$ cat src/rtl/fx_kpad_if.sv
`default_nettype none
// ============================================================================
//  Module      : fx_kpad_if
//  Description : K-port link bundle between the pad responder and the host
//                side (gate array KPC pins plus the button bridge).
//                  BTN        [15:0]  button state, 1 = pressed
//                  KCLK               host serial clock, idle high
//                  KLATCH             host latch/trigger, active high
//                  KDI                serial data back to host, idle high
//                  BUSY               pad is latching or shifting
//                  XFER_DONE          one-CE pulse after the last bit
//                master = host side, slave = pad responder.
//  Revision    : 1.0  initial release
// ============================================================================
interface fx_kpad_if;
    logic [15:0] BTN;
    logic        KCLK;
    logic        KLATCH;
    logic        KDI;
    logic        BUSY;
    logic        XFER_DONE;

    modport master (
        output BTN,
        output KCLK,
        output KLATCH,
        input  KDI,
        input  BUSY,
        input  XFER_DONE
    );

    modport slave (
        input  BTN,
        input  KCLK,
        input  KLATCH,
        output KDI,
        output BUSY,
        output XFER_DONE
    );
endinterface
`default_nettype wire

$ cat src/rtl/fx_kpad.sv
`default_nettype none
// ============================================================================
//  Module      : fx_kpad
//  Description : PC-FX K-port joypad responder. Snapshots the button word on
//                a host latch, then shifts it out LSB first on KDI, one bit
//                per synchronised KCLK rising edge.
//  Ports       : CLK    system clock
//                RES    asynchronous reset, active high
//                CE     clock enable, all state frozen while low
//                kport  fx_kpad_if.slave (BTN, KCLK, KLATCH in;
//                       KDI, BUSY, XFER_DONE out)
//  Parameters  : PAD_ID       pad type ID in word bits [31:28]
//                SYNC_STAGES  synchroniser depth on KCLK/KLATCH (>= 2)
//                WORD_BITS    bits per transfer
//  Revision    : 1.0  initial release
// ============================================================================
module fx_kpad #(
    parameter logic [3:0] PAD_ID      = 4'hF,
    parameter int         SYNC_STAGES = 2,
    parameter int         WORD_BITS   = 32
) (
    input  wire logic  CLK,
    input  wire logic  RES,
    input  wire logic  CE,
    fx_kpad_if.slave   kport
);

    localparam int                 c_cnt_w   = $clog2(WORD_BITS + 1);
    localparam logic [c_cnt_w-1:0] c_last_m1 = c_cnt_w'(WORD_BITS - 1);
    localparam logic [c_cnt_w-1:0] c_one     = c_cnt_w'(1);

    localparam logic [1:0] c_st_idle  = 2'd0;
    localparam logic [1:0] c_st_latch = 2'd1;
    localparam logic [1:0] c_st_shift = 2'd2;
    localparam logic [1:0] c_st_done  = 2'd3;

    // ------------------------------------------------------------------
    // Input synchronisers and edge detection. Flops reset to the idle
    // levels of the link so reset never manufactures a spurious edge.
    // ------------------------------------------------------------------
    logic [SYNC_STAGES-1:0] r_kclk_sync;
    logic [SYNC_STAGES-1:0] r_klat_sync;
    logic                   r_kclk_d;
    logic                   r_klat_d;

    always_ff @(posedge CLK or posedge RES) begin
        if (RES) begin
            r_kclk_sync <= '1;
            r_klat_sync <= '0;
            r_kclk_d    <= 1'b1;
            r_klat_d    <= 1'b0;
        end else if (CE) begin
            r_kclk_sync <= {r_kclk_sync[SYNC_STAGES-2:0], kport.KCLK};
            r_klat_sync <= {r_klat_sync[SYNC_STAGES-2:0], kport.KLATCH};
            r_kclk_d    <= r_kclk_sync[SYNC_STAGES-1];
            r_klat_d    <= r_klat_sync[SYNC_STAGES-1];
        end
    end

    logic w_kclk_rise;
    logic w_klat_rise;
    logic w_klat_fall;

    assign w_kclk_rise =  r_kclk_sync[SYNC_STAGES-1] & ~r_kclk_d;
    assign w_klat_rise =  r_klat_sync[SYNC_STAGES-1] & ~r_klat_d;
    assign w_klat_fall = ~r_klat_sync[SYNC_STAGES-1] &  r_klat_d;

    // ------------------------------------------------------------------
    // Pad word and transfer engine
    // ------------------------------------------------------------------
    logic [WORD_BITS-1:0] w_word;
    assign w_word = WORD_BITS'({PAD_ID, 12'h000, kport.BTN});

    logic [1:0]           r_state;
    logic [WORD_BITS-1:0] r_shift;
    logic [c_cnt_w-1:0]   r_count;

    always_ff @(posedge CLK or posedge RES) begin
        if (RES) begin
            r_state <= c_st_idle;
            r_shift <= '1;
            r_count <= '0;
        end else if (CE) begin
            case (r_state)
                c_st_idle: begin
                    // Load on the entry edge so KDI shows W[0] in the very
                    // first LATCH cycle rather than one cycle later.
                    if (w_klat_rise) begin
                        r_state <= c_st_latch;
                        r_shift <= w_word;
                        r_count <= '0;
                    end
                end
                c_st_latch: begin
                    // Transparent while latch is high; the value present on
                    // the falling-edge cycle is the snapshot that is shifted.
                    r_shift <= w_word;
                    r_count <= '0;
                    if (w_klat_fall) begin
                        r_state <= c_st_shift;
                    end
                end
                c_st_shift: begin
                    // Latch has priority: a coincident clock edge is dropped.
                    if (w_klat_rise) begin
                        r_state <= c_st_latch;
                        r_shift <= w_word;
                        r_count <= '0;
                    end else if (w_kclk_rise) begin
                        r_shift <= {1'b1, r_shift[WORD_BITS-1:1]};
                        r_count <= r_count + c_one;
                        if (r_count == c_last_m1) begin
                            r_state <= c_st_done;
                        end
                    end
                end
                c_st_done: begin
                    // A latch landing on the single DONE cycle is honoured
                    // instead of being lost on the way back to IDLE.
                    if (w_klat_rise) begin
                        r_state <= c_st_latch;
                        r_shift <= w_word;
                        r_count <= '0;
                    end else begin
                        r_state <= c_st_idle;
                    end
                end
                default: begin
                    r_state <= c_st_idle;
                end
            endcase
        end
    end

    // ------------------------------------------------------------------
    // Outputs are decoded from registered state only, so they hold with CE.
    // ------------------------------------------------------------------
    logic w_active;
    assign w_active        = (r_state == c_st_latch) || (r_state == c_st_shift);
    assign kport.KDI       = w_active ? r_shift[0] : 1'b1;
    assign kport.BUSY      = w_active;
    assign kport.XFER_DONE = (r_state == c_st_done);

endmodule
`default_nettype wire
$ cat src/flat_wrapper.sv
// flat-port wrapper written by rule: the top's interface ports become plain ports
module fx_kpad_flat 
#(
    parameter logic [3:0] PAD_ID      = 4'hF,
    parameter int         SYNC_STAGES = 2,
    parameter int         WORD_BITS   = 32
)
  (CLK, RES, CE, kport_BTN, kport_KCLK, kport_KLATCH, kport_KDI, kport_BUSY, kport_XFER_DONE);
  fx_kpad_if kport_i ();
  input  wire logic CLK;
  input  wire logic RES;
  input  wire logic CE;
  input wire logic [$bits(kport_i.BTN)-1:0] kport_BTN;
  input wire logic [$bits(kport_i.KCLK)-1:0] kport_KCLK;
  input wire logic [$bits(kport_i.KLATCH)-1:0] kport_KLATCH;
  output wire logic [$bits(kport_i.KDI)-1:0] kport_KDI;
  output wire logic [$bits(kport_i.BUSY)-1:0] kport_BUSY;
  output wire logic [$bits(kport_i.XFER_DONE)-1:0] kport_XFER_DONE;
  assign kport_i.BTN = kport_BTN;
  assign kport_i.KCLK = kport_KCLK;
  assign kport_i.KLATCH = kport_KLATCH;
  assign kport_KDI = kport_i.KDI;
  assign kport_BUSY = kport_i.BUSY;
  assign kport_XFER_DONE = kport_i.XFER_DONE;
  fx_kpad #(.PAD_ID(PAD_ID), .SYNC_STAGES(SYNC_STAGES), .WORD_BITS(WORD_BITS)) u_core (.CLK(CLK), .RES(RES), .CE(CE), .kport(kport_i));
endmodule
$ cat config.mk
export PLATFORM = sky130hd
export DESIGN_NAME = fx_kpad_flat
export DESIGN_NICKNAME = d
export VERILOG_FILES = /design/src/rtl/fx_kpad_if.sv /design/src/rtl/fx_kpad.sv /design/src/flat_wrapper.sv
export SDC_FILE = /design/constraint.sdc
export NUM_CORES = 1
export LEC_CHECK = 0
export ABC_AREA = 1
export BUFFER_PORTS_ARGS = -buffer_cell sky130_fd_sc_hd__buf_4
export CAP_MARGIN = 20
export CORE_AREA = 5 5 90 59
export CTS_BUF_LIST = sky130_fd_sc_hd__clkbuf_4 sky130_fd_sc_hd__clkbuf_8
export CTS_CLUSTER_SIZE = 25
export DETAILED_ROUTE_END_ITERATION = 7
export DIE_AREA = 0 0 95 64
export GPL_ROUTABILITY_DRIVEN = 0
export MAX_ROUTING_LAYER = met4
export PLACE_DENSITY = 0.67
export SYNTH_ARGS = -nofsm -noshare
export SYNTH_HDL_FRONTEND = slang
export SYNTH_SLANG_ARGS = --single-unit
$ cat constraint.sdc
create_clock -name CLK -period 1.9 [get_ports CLK]
set_input_delay 0.095 -clock CLK [delete_from_list [all_inputs] [get_ports CLK]]
set_output_delay 0.095 -clock CLK [all_outputs]
set_load 0.01 [all_outputs]
==> key figures <==
Clock tree
  – H-Tree Depth: 2
  – Clock Path Buffers: 2
  – Post-CTS setup buffers: 0
  – Clock Latency Late Sink: just under 300 ps
  – TritonCTS Sinks: between 40 and 50
  – PostCTS Resize Cnt: 0
  – CTS tree: done
  – Total CTS buffers: 5
  – Hold_buf cts: 1
  – Root Driver: clkbuf_8
  – Worst-path clk slew: about 70 ps

Finish
  – Share of layout cells above drive strength 1: 31.4%
  – Final net count: about 290
  – ANT cells: 0
  – Area Overhead vs Synth: 15.2%
  – Finished Cell Area: about 2400 um2
  – Layout Utilization: a little under three fifths

Worst setup path
  – R2R cell count: 8
  – Start of the worst register-to-register path: u_core.r_state[0]
  – Critical Path AT: between 1500 and 2000 ps
  – Crit path required time: 1800 ps
  – Worst Path Max Fanout: 5
  – Crit path to: kport_KDI
  – Startpoint class of the critical path: flop
  – CP max stage cell: dfrtp_1
  – R2R setup slack: about 160 ps
  – Critical path class: reg2out
  – FF-to-FF End: u_core.r_shift[24]
  – Critical path's largest stage delay: 410 ps
  – Cells along the critical path: inv_1, ha_1, inv_1, or2_2, buf_4
  – Crit path top cell by count: inv_1
  – Worst path bufs/invs: 3
  – CP startpoint: u_core.r_state[0]
  – Cell family with most CP delay: flip-flops
  – Worst setup EP type: output pin
  – CP Depth: 5

Routing
  – Via density per instance: 4.71
  – ANT nets after route: 0
  – DRT Pass-1 Iters: 4
  – Starting DRT DRC Count: 47
  – Routed WL: about 3700 um
  – WL per Instance: ~12 um
  – Via count: 1,513
  – Drt drc: 0

Die
  – Die Wd: ~95 um
  – Io pins: 24
  – Placement Rows: 19
  – Initial Util: between 40% and 50%
  – CORE AREA: ~4400 um2
  – Die H: around 64 um
  – Die Footprint: 6080 um2

Logic synthesis
  – Post-synthesis mux area share: 0.539%
  – Largest cells by area after synthesis: dfstp_2 39%, nand2_1 15%, dfrtp_1 13%, o21ai_0 5.5%, o21ai_1 4.5%
  – Synth Flop Type: dfstp_2
  – Unique masters post-synth: 26
  – Post-Synth Simple-Gate Area: a little over a quarter
  – YS warnings: 0
  – Mapped cell area: around 2100 um2
  – Most numerous cell in the Yosys netlist: nand2_1
  – Asr flop ratio synth: 100%
  – Synthesized flop and latch total: 42
  – Net Count, Synth: between 200 and 300
  – Post-Syn Instances: roughly 230
  – XOR/XNOR share of the synthesized area: less than 1%
  – Leading area contributor after synthesis: dfstp_2
  – Post-Synth Adder-Cell Area: 3.59%
  – Post-synthesis compound-gate area fraction: ~10%
  – Syn avg cell area: roughly 9 um2
  – Number of synthesized flops with an enable pin: 0
  – Post-synth top cells: 82 x nand2_1, 31 x dfstp_2, 23 x o21ai_0
  – Largest family of logic cells by synthesized area: simple AND/OR/NAND/NOR gates
  – Top cell type's share of synthesized area: roughly two fifths
  – Register area share after synthesis: a little over half

Global route
  – Total track usage: between 10% and 20%
  – Largest net degree at the start of global routing: 43
  – First-pass GRT wire length: 6490 um
  – Total grt overflow: 0
  – Initial antenna violation count: 0
  – Number of global-route vias before repair: 1,484

Placed design
  – Dpl ws: between 150 and 200 ps
  – # port buffers: 23
  – HPWL after DPL: about 2600 um
  – Placed inst area: 2310 um2

STA
  – Final worst slack: 156 ps
  – Fmax: 0.573 GHz
  – Final period util: around nine tenths
  – Minimum clock period: roughly 1700 ps
  – Final Max Tran Viols: 0
  – Unrepaired setup endpoints after global routing: no
  – Clock skew: just over 9 ps
  – Relative slew slack: between 60% and 70%
  – # setup viols final: 0
  – Worst-Margin Slew: between 500 and 600 ps
  – Sum of negative setup slack: 0 ps
  – Final Hold Vio Count: 0

Power and ir drop
  – Switching power: slightly below 1 mW
  – Switching fraction of total power: roughly a third
  – Reg power frac: between 40% and 50%
  – Leakage power figure: 1.09 nW
  – Logic pwr share: between 30% and 40%
  – Int Pwr: 1.95 mW
  – Pwr dens: 1220 nW/um2
  – VDD IR max: slightly below 0.8 mV
  – Clk network pwr share: a little under a fifth

Worst hold path
  – Hold WC Path Type: in2reg
  – Hold Path Origin: kport_KCLK

Flow run
  – MaxCap Viol Count: 0

Status
  – Status: completed
[sequential cells by signal (all words and copies together), names as in the netlist]
name,flops
u_core.r_shift,28
u_core.r_count,6
u_core.r_kclk_sync,2
u_core.r_klat_sync,2
u_core.r_state,2
u_core.r_kclk_d,1
u_core.r_klat_d,1
[worst reg2reg max path, stage by stage (launching register included)]
cell and delay, ps:
dfrtp_1 420, inv_1 160, ha_1 290, nand2_4 170
inv_6 180, nand4_4 170, inv_4 170, nand2_1 70
nand2_1 60
[power by group through the flow]
| stage | Sequential [mW] | Combinational, mW | Clock, mW |
|---|---|---|---|
| after floorplan | 1.36 | 0.782 | 0 |
| after global placement | 1.38 | 1.01 | 0 |
| after detailed placement | 1.39 | 1.02 | 0 |
| after CTS | 1.38 | 1.02 | 0.584 |
| after global routing | 1.41 | 1.15 | 0.617 |
| final | 1.38 | 1.01 | 0.557 |
[layout by cell type, fill, tap and decap left out]
master and instances:
nand2_1 82, dfstp_2 31, buf_4 25, o21ai_0 23, o21ai_1 19, inv_1 11, dfrtp_1 11, or2_1 9
or2_2 8, ha_1 6, nor2_1 5, clkbuf_8 5, nand3_1 4, nand2_4 3, nand3_4 2, nand4_1 2
clkbuf_4 2, inv_6 1, nand4_4 1, inv_4 1, xnor2_1 1, xor2_1 1, nand3b_1 1, mux2_2 1
a21oi_1 1, dlygate4sd3_1 1, buf_12 1
[worst min path at each step]
stage	end	slack (ps)	cells past startpoint
2_1_floorplan	u_core.r_kclk_sync[0]	210	2
3_3_place_gp	u_core.r_count[5]	260	3
3_5_place_dp	u_core.r_count[5]	260	3
4_1_cts	u_core.r_kclk_sync[0]	30	3
5_1_grt	u_core.r_klat_sync[0]	40	2
6_report	u_core.r_kclk_sync[0]	40	3
[layer usage]
metal  routed length [um]  share of wire (%)  GRT usage, %
met2                 1670                 45          21.6
met4                   11               0.29          2.88
met1                 1900                 51          17.5
met3                  148                4.0          3.99
met5                    0                  0             -
[area by class of cell]
cell class	count	area [um2]
Clock buffer	7	83.8
Fill cell	424	1970
Inverter	13	56.3
Multi-Input combinational cell	169	882
Sequential cell	42	1090
Tap cell	63	78.8
Timing Repair Buffer	27	218
[per-stage QoR]
step | cells | power (mW) | hold WS [ps]
floorplan | 233 | 2.14 | 209
global placement | 313 | 2.39 | 259
detailed placement | 313 | 2.41 | 264
CTS | 321 | 2.98 | 26.3
global route | 321 | 3.18 | 38.2
finish | 321 | 2.94 | 40.8
[logic make-up (layout without fill, tap and decap cells)]
group,count (synthesis),after routing
muxes,1,1
adders and majority gates,6,6
and+or+nand+nor,117,117
xor gates and xnor gates,2,2
AOI/OAI and AO/OA,43,43
DFF,42,42
buffers and inverters,22,47
No activity file was read; power rests on OpenSTA's default activity.
